File: config.mk
export PLATFORM = sky130hd
export DESIGN_NAME = iicmb_wb_sequencer_flat
export DESIGN_NICKNAME = d
export VERILOG_FILES = /design/src/rtl/iicmb_wb_sequencer_if.sv /design/src/rtl/iicmb_wb_sequencer.sv /design/src/flat_wrapper.sv
export SDC_FILE = /design/constraint.sdc
export NUM_CORES = 1
export LEC_CHECK = 0
export ABC_AREA = 1
export CAP_MARGIN = 5
export CORE_ASPECT_RATIO = 0.9
export CORE_MARGIN = 2
export CORE_UTILIZATION = 58
export CTS_CLUSTER_SIZE = 25
export DETAILED_ROUTE_END_ITERATION = 16
export PLACE_DENSITY_LB_ADDON = 0.2
export SYNTH_ARGS = -nofsm -noshare
export SYNTH_HDL_FRONTEND = slang
export SYNTH_SLANG_ARGS = --single-unit
File: constraint.sdc
create_clock -name clk_i -period 2.9 [get_ports clk_i]
set_input_delay 0.58 -clock clk_i [delete_from_list [all_inputs] [get_ports clk_i]]
set_output_delay 0.58 -clock clk_i [all_outputs]
set_load 0.1 [all_outputs]
File: src/rtl/iicmb_wb_sequencer_if.sv
// Wishbone master/slave bundle between the request sequencer and the IICMB controller.
interface iicmb_wb_sequencer_if #(
    parameter int WB_ADDR_WIDTH = 2,
    parameter int WB_DATA_WIDTH = 8
);
    logic                     cyc_o;
    logic                     stb_o;
    logic                     we_o;
    logic [WB_ADDR_WIDTH-1:0] adr_o;
    logic [WB_DATA_WIDTH-1:0] dat_o;
    logic [WB_DATA_WIDTH-1:0] dat_i;
    logic                     ack_i;
    logic                     irq_i;

    modport master (output cyc_o, stb_o, we_o, adr_o, dat_o, input dat_i, ack_i, irq_i);
    modport slave  (input cyc_o, stb_o, we_o, adr_o, dat_o, output dat_i, ack_i, irq_i);
endinterface

File: src/rtl/iicmb_wb_sequencer.sv
// Hardware Wishbone master that turns one I2C write request into the full IICMB
// register sequence (enable, Set Bus, Start, address, data, Stop) and reports a status.
module iicmb_wb_sequencer #(
    parameter int WB_ADDR_WIDTH = 2,
    parameter int WB_DATA_WIDTH = 8,
    parameter int MAX_LEN       = 16,
    parameter int POLL_GAP      = 4,
    parameter int TIMEOUT       = 65535,
    parameter int USE_IRQ       = 0,
    localparam int LEN_W        = $clog2(MAX_LEN) + 1
) (
    input  logic                  clk_i,
    input  logic                  rst_n_i,
    input  logic                  req_valid_i,
    output logic                  req_ready_o,
    input  logic [3:0]            req_bus_i,
    input  logic [6:0]            req_addr_i,
    input  logic [LEN_W-1:0]      req_len_i,
    input  logic                  wd_valid_i,
    output logic                  wd_ready_o,
    input  logic [7:0]            wd_data_i,
    output logic                  done_o,
    output logic [2:0]            status_o,
    iicmb_wb_sequencer_if.master  wb
);
    localparam int TMO_W = $clog2(TIMEOUT + 1);
    localparam int GAP_W = $clog2(POLL_GAP + 1);
    localparam logic [WB_ADDR_WIDTH-1:0] ADR_CSR  = WB_ADDR_WIDTH'(0);
    localparam logic [WB_ADDR_WIDTH-1:0] ADR_DPR  = WB_ADDR_WIDTH'(1);
    localparam logic [WB_ADDR_WIDTH-1:0] ADR_CMDR = WB_ADDR_WIDTH'(2);
    localparam logic [2:0] ST_OK = 3'd0, ST_NAK = 3'd1, ST_AL = 3'd2, ST_ERR = 3'd3, ST_TMO = 3'd4;

    typedef enum logic [2:0] {S_INIT, S_IDLE, S_SETBUS, S_START, S_ADDR, S_DATA, S_STOP, S_FIN} state_t;
    typedef enum logic [2:0] {P_DPR, P_CMDR, P_POLL, P_GAP, P_IRQ} phase_t;

    state_t                   state_q, state_d;
    phase_t                   phase_q, phase_d;
    logic                     enabled_q, enabled_d;
    logic [3:0]               bus_q, bus_d;
    logic [6:0]               addr_q, addr_d;
    logic [LEN_W-1:0]         cnt_q, cnt_d;
    logic [2:0]               pend_q, pend_d;
    logic [2:0]               status_q, status_d;
    logic [TMO_W-1:0]         tmo_q, tmo_d;
    logic [GAP_W-1:0]         gap_q, gap_d;
    logic                     cyc_q, cyc_d;
    logic                     we_q, we_d;
    logic [WB_ADDR_WIDTH-1:0] adr_q, adr_d;
    logic [WB_DATA_WIDTH-1:0] dat_q, dat_d;

    logic                     launch, l_we, ack, timed_out, abort;
    logic [WB_ADDR_WIDTH-1:0] l_adr;
    logic [WB_DATA_WIDTH-1:0] l_dat;
    logic [2:0]               abort_code;
    logic [3:0]               flags;

    function automatic logic [7:0] cmd_code(input state_t s);
        case (s)
            S_SETBUS: cmd_code = 8'h06;
            S_START:  cmd_code = 8'h04;
            S_STOP:   cmd_code = 8'h05;
            default:  cmd_code = 8'h01;
        endcase
    endfunction

    always_comb begin
        state_d = state_q;   phase_d = phase_q;   enabled_d = enabled_q;
        bus_d = bus_q;       addr_d = addr_q;     cnt_d = cnt_q;
        pend_d = pend_q;     status_d = status_q; tmo_d = tmo_q;   gap_d = gap_q;
        cyc_d = cyc_q;       we_d = we_q;         adr_d = adr_q;   dat_d = dat_q;
        launch = 1'b0;       l_we = 1'b1;         l_adr = ADR_DPR; l_dat = '0;
        abort = 1'b0;        abort_code = ST_OK;
        ack       = cyc_q & wb.ack_i;
        timed_out = (tmo_q >= TMO_W'(TIMEOUT));
        flags     = wb.dat_i[7:4];   // {DON, NAK, AL, ERR}

        if (ack) begin
            cyc_d = 1'b0; we_d = 1'b0; adr_d = '0; dat_d = '0;
        end
        if ((phase_q == P_POLL || phase_q == P_GAP || phase_q == P_IRQ) && !timed_out)
            tmo_d = tmo_q + 1'b1;

        case (state_q)
            S_INIT: begin
                if (!cyc_q) begin
                    launch = 1'b1; l_adr = ADR_CSR; l_dat = WB_DATA_WIDTH'(8'hC0);
                end else if (ack) begin
                    enabled_d = 1'b1; state_d = S_IDLE;
                end
            end
            S_IDLE: begin
                if (req_valid_i && enabled_q) begin
                    bus_d   = req_bus_i;
                    addr_d  = req_addr_i;
                    cnt_d   = (req_len_i == '0) ? LEN_W'(1) : req_len_i;
                    pend_d  = ST_OK;
                    state_d = S_SETBUS;
                    phase_d = P_DPR;
                end
            end
            S_FIN: begin
                state_d = S_IDLE; phase_d = P_DPR;
            end
            default: begin
                case (phase_q)
                    P_DPR: begin
                        if (!cyc_q) begin
                            if (state_q == S_DATA) begin
                                launch = wd_valid_i; l_dat = WB_DATA_WIDTH'(wd_data_i);
                            end else begin
                                launch = 1'b1;
                                l_dat  = (state_q == S_SETBUS) ? WB_DATA_WIDTH'({4'b0, bus_q})
                                                               : WB_DATA_WIDTH'({addr_q, 1'b0});
                            end
                        end else if (ack) begin
                            phase_d = P_CMDR;
                        end
                    end
                    P_CMDR: begin
                        if (!cyc_q) begin
                            launch = 1'b1; l_adr = ADR_CMDR; l_dat = WB_DATA_WIDTH'(cmd_code(state_q));
                        end else if (ack) begin
                            tmo_d   = '0;
                            phase_d = (USE_IRQ != 0) ? P_IRQ : P_POLL;
                        end
                    end
                    P_IRQ: begin
                        if (timed_out) begin
                            abort = 1'b1; abort_code = ST_TMO;
                        end else if (wb.irq_i) begin
                            phase_d = P_POLL;
                        end
                    end
                    P_GAP: begin
                        if (timed_out) begin
                            abort = 1'b1; abort_code = ST_TMO;
                        end else if (gap_q == GAP_W'(POLL_GAP - 1)) begin
                            launch = 1'b1; l_we = 1'b0; l_adr = ADR_CMDR; phase_d = P_POLL;
                        end else begin
                            gap_d = gap_q + 1'b1;
                        end
                    end
                    default: begin  // P_POLL: one CMDR status read, decoded on its ack
                        if (!cyc_q) begin
                            if (timed_out) begin
                                abort = 1'b1; abort_code = ST_TMO;
                            end else begin
                                launch = 1'b1; l_we = 1'b0; l_adr = ADR_CMDR;
                            end
                        end else if (ack) begin
                            if (flags == 4'd0) begin
                                phase_d = (USE_IRQ != 0) ? P_IRQ : P_GAP;
                                gap_d   = '0;
                            end else if (flags[1]) begin
                                abort = 1'b1; abort_code = ST_AL;
                            end else if (flags[0]) begin
                                abort = 1'b1; abort_code = ST_ERR;
                            end else if (flags[2]) begin
                                if (state_q == S_ADDR || state_q == S_DATA) begin
                                    pend_d = ST_NAK; state_d = S_STOP; phase_d = P_CMDR;
                                end else begin
                                    abort = 1'b1; abort_code = ST_ERR;
                                end
                            end else begin
                                case (state_q)
                                    S_SETBUS: begin state_d = S_START; phase_d = P_CMDR; end
                                    S_START:  begin state_d = S_ADDR;  phase_d = P_DPR;  end
                                    S_ADDR:   begin state_d = S_DATA;  phase_d = P_DPR;  end
                                    S_DATA: begin
                                        if (cnt_q <= LEN_W'(1)) begin
                                            state_d = S_STOP; phase_d = P_CMDR;
                                        end else begin
                                            cnt_d = cnt_q - 1'b1; phase_d = P_DPR;
                                        end
                                    end
                                    default: begin state_d = S_FIN; status_d = pend_q; end
                                endcase
                            end
                        end
                    end
                endcase
            end
        endcase

        // Abort paths skip Stop and finish without touching the bus again
        if (abort) begin
            state_d = S_FIN; phase_d = P_DPR; status_d = abort_code;
        end
        if (launch) begin
            cyc_d = 1'b1; we_d = l_we; adr_d = l_adr; dat_d = l_dat;
        end
    end

    always_ff @(posedge clk_i or negedge rst_n_i) begin
        if (!rst_n_i) begin
            state_q <= S_INIT;  phase_q <= P_DPR;  enabled_q <= 1'b0;
            bus_q <= '0;        addr_q <= '0;      cnt_q <= '0;
            pend_q <= '0;       status_q <= '0;    tmo_q <= '0;   gap_q <= '0;
            cyc_q <= 1'b0;      we_q <= 1'b0;      adr_q <= '0;   dat_q <= '0;
        end else begin
            state_q <= state_d; phase_q <= phase_d; enabled_q <= enabled_d;
            bus_q <= bus_d;     addr_q <= addr_d;   cnt_q <= cnt_d;
            pend_q <= pend_d;   status_q <= status_d; tmo_q <= tmo_d; gap_q <= gap_d;
            cyc_q <= cyc_d;     we_q <= we_d;       adr_q <= adr_d; dat_q <= dat_d;
        end
    end

    assign req_ready_o = (state_q == S_IDLE) && enabled_q;
    assign wd_ready_o  = (state_q == S_DATA) && (phase_q == P_DPR) && !cyc_q;
    assign done_o      = (state_q == S_FIN);
    assign status_o    = status_q;
    assign wb.cyc_o    = cyc_q;
    assign wb.stb_o    = cyc_q;
    assign wb.we_o     = we_q;
    assign wb.adr_o    = adr_q;
    assign wb.dat_o    = dat_q;
endmodule

File: src/flat_wrapper.sv
// flat-port wrapper written by rule: the top's interface ports become plain ports
module iicmb_wb_sequencer_flat 
#(
    parameter int WB_ADDR_WIDTH = 2,
    parameter int WB_DATA_WIDTH = 8,
    parameter int MAX_LEN       = 16,
    parameter int POLL_GAP      = 4,
    parameter int TIMEOUT       = 65535,
    parameter int USE_IRQ       = 0,
    localparam int LEN_W        = $clog2(MAX_LEN) + 1
)
  (clk_i, rst_n_i, req_valid_i, req_ready_o, req_bus_i, req_addr_i, req_len_i, wd_valid_i, wd_ready_o, wd_data_i, done_o, status_o, wb_cyc_o, wb_stb_o, wb_we_o, wb_adr_o, wb_dat_o, wb_dat_i, wb_ack_i, wb_irq_i);
  iicmb_wb_sequencer_if #(.WB_ADDR_WIDTH(WB_ADDR_WIDTH), .WB_DATA_WIDTH(WB_DATA_WIDTH)) wb_i ();
  input  logic clk_i;
  input  logic rst_n_i;
  input  logic req_valid_i;
  output logic req_ready_o;
  input  logic [3:0] req_bus_i;
  input  logic [6:0] req_addr_i;
  input  logic [LEN_W-1:0] req_len_i;
  input  logic wd_valid_i;
  output logic wd_ready_o;
  input  logic [7:0] wd_data_i;
  output logic done_o;
  output logic [2:0] status_o;
  output wire logic [$bits(wb_i.cyc_o)-1:0] wb_cyc_o;
  output wire logic [$bits(wb_i.stb_o)-1:0] wb_stb_o;
  output wire logic [$bits(wb_i.we_o)-1:0] wb_we_o;
  output wire logic [$bits(wb_i.adr_o)-1:0] wb_adr_o;
  output wire logic [$bits(wb_i.dat_o)-1:0] wb_dat_o;
  input wire logic [$bits(wb_i.dat_i)-1:0] wb_dat_i;
  input wire logic [$bits(wb_i.ack_i)-1:0] wb_ack_i;
  input wire logic [$bits(wb_i.irq_i)-1:0] wb_irq_i;
  assign wb_cyc_o = wb_i.cyc_o;
  assign wb_stb_o = wb_i.stb_o;
  assign wb_we_o = wb_i.we_o;
  assign wb_adr_o = wb_i.adr_o;
  assign wb_dat_o = wb_i.dat_o;
  assign wb_i.dat_i = wb_dat_i;
  assign wb_i.ack_i = wb_ack_i;
  assign wb_i.irq_i = wb_irq_i;
  iicmb_wb_sequencer #(.WB_ADDR_WIDTH(WB_ADDR_WIDTH), .WB_DATA_WIDTH(WB_DATA_WIDTH), .MAX_LEN(MAX_LEN), .POLL_GAP(POLL_GAP), .TIMEOUT(TIMEOUT), .USE_IRQ(USE_IRQ)) u_core (.clk_i(clk_i), .rst_n_i(rst_n_i), .req_valid_i(req_valid_i), .req_ready_o(req_ready_o), .req_bus_i(req_bus_i), .req_addr_i(req_addr_i), .req_len_i(req_len_i), .wd_valid_i(wd_valid_i), .wd_ready_o(wd_ready_o), .wd_data_i(wd_data_i), .done_o(done_o), .status_o(status_o), .wb(wb_i));
endmodule
Word level (Yosys, flattened, before mapping)
Index checks and enable logic that the tools add are counted.
Storage, ports and cells
  register bits: 60
  input bits: 38
  output and inout port bits: 19
  word-level logic and storage cells: 252
Cells by class
  $add $sub $neg: 3
  magnitude comparators: 2
  eq/ne operators: 49
  multiplexer cells: 132
  bitwise logic cells: 4
  reduce and logical (&&, ||, !) cells: 48
Operator list (count)
  2-to-1 mux 3 bit: 58
  2-to-1 mux 16 bit: 5
  2-to-1 mux 8 bit: 7
  2-to-1 mux 5 bit: 11
  one-hot mux 3 bit (3 select lines): 4
  one-hot mux 8 bit (2 select lines): 2
  inequality test 5 x 2 -> 1 bit (second input constant): 6
  inequality test 2 x 1 -> 1 bit (second input constant): 13
  2-to-1 mux 1 bit: 25
  one-hot mux 3 bit (4 select lines): 2
  AND reduction 11 bit: 2
  nonzero test 2 bit: 11
  inequality test 9 x 2 -> 1 bit (second input constant): 2
  one-hot mux 3 bit (2 select lines): 3
  adder 16 x 1 -> 16 bit (second input constant): 1
  greater-or-equal comparator 16 bit (second input constant): 1
  2-to-1 mux 2 bit: 8
  AND reduction 16 bit: 1
  == test 3 x 2 -> 1 bit (second input constant): 5
  == test 3 bit (second input constant): 5
  inequality test 5 x 4 -> 1 bit (second input constant): 3
  nonzero test 12 bit: 1
  nonzero test 6 bit: 2
  OR reduction 2 bit: 6
  other kinds (32): 54

Longest topological paths before layout
  word-level depth: 13
  depth in mapped cells: 15
  gate-level depth less buffers: 15

Worst setup path before layout
OpenSTA, ideal clock, no wires.
  path kind: register -> output
  start point: register u_core.cyc_q, in the netlist u_core.wb.cyc_o
  end point: output port wd_ready_o
  arrival time: 2.494 ns
  data required time: 2.320 ns
  slack: -0.174 ns
  cell stages (with the launch flop): 4
  buffers on the path: 0
  path through: dfrtp_1 inv_1 nand2_1 nor2_1
Between the ends
  cells in the longest elaborated chain, start to end: 2
Ends and longest elaborated chain
  from (decl): line iicmb_wb_sequencer.sv:46  | logic cyc_q, cyc_d;
  from (signal assigned): line iicmb_wb_sequencer.sv:204  | cyc_q <= cyc_d; we_q <= we_d; adr_q <= adr_d; dat_q <= dat_d;
  logical NOT 1 bit
  logical AND 1 bit: line iicmb_wb_sequencer.sv:209  | assign wd_ready_o = (state_q == S_DATA) && (phase_q == P_DPR) && !cyc_q;
  to (decl): line flat_wrapper.sv:22  | output logic wd_ready_o;
Every way passes these cells.

Worst setup path in the final report
  start point: register u_core.state_q[1]
  end point: output port wd_ready_o
Between the ends
  cells in the longest elaborated chain, start to end: 3
Ends and longest elaborated chain
  from (decl): line iicmb_wb_sequencer.sv:36  | state_t state_q, state_d;
  from (signal assigned): line iicmb_wb_sequencer.sv:201  | state_q <= state_d; phase_q <= phase_d; enabled_q <= enabled_d;
  == test 3 bit: line iicmb_wb_sequencer.sv:209
  logical AND 1 bit (2 in a row): line iicmb_wb_sequencer.sv:209
Every way passes these cells.

==> summary.md <==
| Metric | Value |
|---|---|
| Run status | complete, no violations |
| CTS tree | done |
| Most used cell, CP | inv_2 |
| Die Y | 78.9 um |
| # Max-Cap Violations | 0 |
| Compound-Gate Fraction of Synth Area | 0.133 |
| Vias in the first global route | 3334 |
| Peak VDD IR | 1060 uV |
| Avg Cell Area, Syn | 7.48 um^2 |
| XOR/XNOR Fraction of Synth Area | 0.00485 |
| Worst setup EP type | output port |
| Initial Utilization | 0.594 |
| Worst Hold Class | in -> async |
| Fin Clk Skew | 0.00768 ns |
| Clock Tree Buf Depth | 2 |
| Core Footprint | 6080 um^2 |
| CP max stage delay | 0.52 ns |
| GRT Residual Overflow | 0 |
| Share of the synthesized area in the top cell type | 0.395 |
| Startpoint types | register |
| Nets | 587 |
| Synth Register Bits | 57 |
| M1 WL | 4070 um |
| I/O pin count | 57 |
| Final WL | 9550 um |
| Fill count | 489 |
| Largest family of logic cells by synthesized area | simple AND/OR/NAND/NOR gates |
| Clk Latency, worst-skew pair | 0.34 ns |
| Post-synth ARST share | 1.00 |
| DRC viols | 0 |
| Total Routing Usage GR | 0.292 |
| Layout cells sized above 1 | 0.152 |
| Largest net degree at the start of global routing | 23 |
| Number of enable flip-flop cells after synthesis | 0 |
| Via count of the routed design | 3537 |
| Die area | 6880 um^2 |
| Clock-pin transition on the worst setup and hold timing paths | 0.07 ns |
| Synth warn | 0 |
| Initial antenna violation count | 0 |
| Final count of pins violating max slew | 0 |
| DRT iter0 DRCs | 297 |
| Routed len/inst | 15.5 um |
| Top post-synthesis cells by area | dfrtp_1 (39%), nand2_1 (13%), inv_1 (5.6%), nor2_1 (5.2%), o21ai_0 (4.6%) |
| Adder-cell area share of the yosys netlist | 0.0277 |
| Crit-path slowest cell | dfrtp_1 |
| Clock sinks | 57 |
| Crit-path leading delay family | simple AND/OR/NAND/NOR gates |
| Vias/cell | 5.72 |
| Final Hold Violating Endpoints | 0 |
| # diodes | 0 |
| CP required | 2.32 ns |
| DR pass1 iterations | 5 |
| Syn Nets | 529 |
| Min Tclk post-route | 2.52 ns |
| Met3 wire length | 709 um |
| Gpl congestion | 0.959 |
| Tot Pwr | 5.22 mW |
| DP Wirelength | 6980 um |
| Worst path bufs/invs | 3 |
| Worst slew pin tran | 0.539 ns |
| Worst slew margin | 0.640 |
| Post-synthesis cell area | 3610 um^2 |
| Root Buffer | clkbuf_8 |
| Synth area leader | dfrtp_1 |
| Synth Flop Type | dfrtp_1 |
| RSZ-0062 raised after global routing | no |
| Area grow syn2layout | 21.8% |
| Sequential area share after synthesis | 0.395 |
| Number of H-tree levels | 3 |
| TritonCTS Buffers | 9 |
| Post-Route Setup TNS | 0 ns |
| Met2 routed WL | 4640 um |
| Die W | 87.2 um |
| Post-cts resize count | 0 |
| # port buffers | 51 |
| CP Cell Sequence | inv_2 > nand2_4 > inv_2 > nand2_1 > nor2_2 > buf_12 |
| Post-CTS setup buffers | 0 |
| Final period util | 0.868 |
| Yosys cell types | 44 |
| Post-Synth Simple-Gate Area | 0.350 |
| Max Freq | 397 MHz |
| Antenna-violating nets left | 0 |
| Hold Buf Count CTS | 0 |
| CP Max Fanout | 8 |
| Synth Instances | 483 |
| Worst Path Class, Setup | reg -> out |
| WP data arrival | 1.94 ns |
| Max layer used | met4 |
| Final setup viols | 0 |
| Leakage | 2.19 nW |
| Pwr/cell area | 1190 nW/um^2 |
| Post-synthesis mux area share | 0.00277 |
| Cell Rows | 27 |
| First-pass GRT wire length | 15600 um |
## layout make-up
class                      instances  area [um^2]  share of cell area
clock buffer                       9          124              0.0281
multi-input combinational        352         1880               0.427
inverter                          63          239              0.0543
tap                               72         90.1              0.0205
clock inverter                     7          119              0.0270
timing repair buffer              58          523               0.119
sequential                        57         1430               0.324
## worst register-to-register path: cells and delay by family, from the launching register on
| family | cells | cell delay [ns] |
|---|---|---|
| AOI/OAI and AO/OA | 1 | 0.15 |
| and+or+nand+nor | 8 | 1.10 |
| buffers and inverters | 3 | 0.40 |
| DFF | 1 | 0.58 |
## sequential cells by signal, indices dropped and copies added, names as in the netlist
name / cells
u_core.gap_q: 3
u_core.addr_q: 7
u_core.tmo_q: 16
u_core.cnt_q: 5
u_core.wb.adr_o: 2
u_core.pend_q: 1
u_core.bus_q: 4
u_core.wb.cyc_o: 1
u_core.enabled_q: 1
u_core.status_o: 3
u_core.phase_q: 2
u_core.wb.dat_o: 8
u_core.wb.we_o: 1
u_core.state_q: 3
## routing by layer
metal	vias to the layer above	GRT usage
li1	1709	-
met1	1660	0.394
met2	150	0.476
met3	18	0.0572
met4	0	0.0862
met5	-	0
## logic make-up after synthesis
group                    Yosys count
XOR/XNOR                           2
buffers and inverters             74
adder cells (fa/ha/maj)            8
multiplexers                       1
flip-flops                        57
AND/OR/NAND/NOR                  256
AO/OA/AOI/OAI                     85
## placed cells by master (no fill, tap or decap), types with 3 or more instances in the layout
cell type / Yosys / routed
nor2_8: 4 / 4
nand2_4: 3 / 3
o21ai_0: 33 / 33
nand2_2: 5 / 5
a21oi_2: 4 / 4
clkbuf_8: 0 / 9
nand4_1: 19 / 19
a21oi_1: 25 / 25
nor2_1: 50 / 48
nand3_1: 32 / 32
nor2_4: 4 / 4
ha_1: 8 / 8
nand2_1: 121 / 121
buf_4: 3 / 25
bufinv_16: 0 / 3
inv_2: 7 / 7
inv_1: 54 / 54
o21ai_1: 4 / 4
a31oi_1: 6 / 6
o22ai_1: 3 / 3
clkdlybuf4s50_1: 0 / 31
nor2_2: 4 / 6
dfrtp_1: 57 / 57
nor3_1: 5 / 5
## synthesized netlist by cell type, types with 2 or more instances
library cell	n
a21oi_1	25
a21oi_2	4
a22o_1	2
a31oi_1	6
buf_2	4
buf_4	3
buf_6	2
clkbuf_1	2
dfrtp_1	57
ha_1	8
inv_1	54
inv_2	7
nand2_1	121
nand2_2	5
nand2_4	3
nand3_1	32
nand3_2	2
nand4_1	19
nor2_1	50
nor2_2	4
nor2_4	4
nor2_8	4
nor3_1	5
o211ai_1	2
o21ai_0	33
o21ai_1	4
o22ai_1	3
xor2_1	2
## path summary, 6_finish.rpt
check,slack [ns],depth (start not counted),startpoint,endpoint
min in group clk_i,0.48,2,u_core.addr_q[4],u_core.addr_q[4]
setup / recovery,0.38,6,u_core.state_q[1],wd_ready_o
max in group asynchronous,2.08,2,rst_n_i,u_core.addr_q[4]
setup reg to reg,0.58,12,u_core.state_q[1],u_core.wb.dat_o[0]
hold / removal,0.15,1,rst_n_i,u_core.tmo_q[4]
hold reg to reg,0.48,2,u_core.addr_q[4],u_core.addr_q[4]
## power breakdown
part / leakage [nW] / internal (mW) / switching [mW] / total (mW)
Combinational: 1.35 / 0.798 / 2.13 / 2.93
Sequential: 0.725 / 1.09 / 0.283 / 1.37
Clock: 0.115 / 0.570 / 0.351 / 0.921
## per-stage QoR
stage	hold slack, ns	cells	utilization	instance area (um^2)	setup slack, ns
final	0.154	618	0.724	4400	0.382
after floorplan	0.284	483	-	3620	0.308
after CTS	0.161	618	0.724	4400	0.401
after global routing	0.176	618	0.724	4400	0.292
after detailed placement	0.463	602	0.684	4160	0.440
after global placement	0.461	602	0.684	4160	0.468
Note: power is estimated with default switching activity, not from simulation.
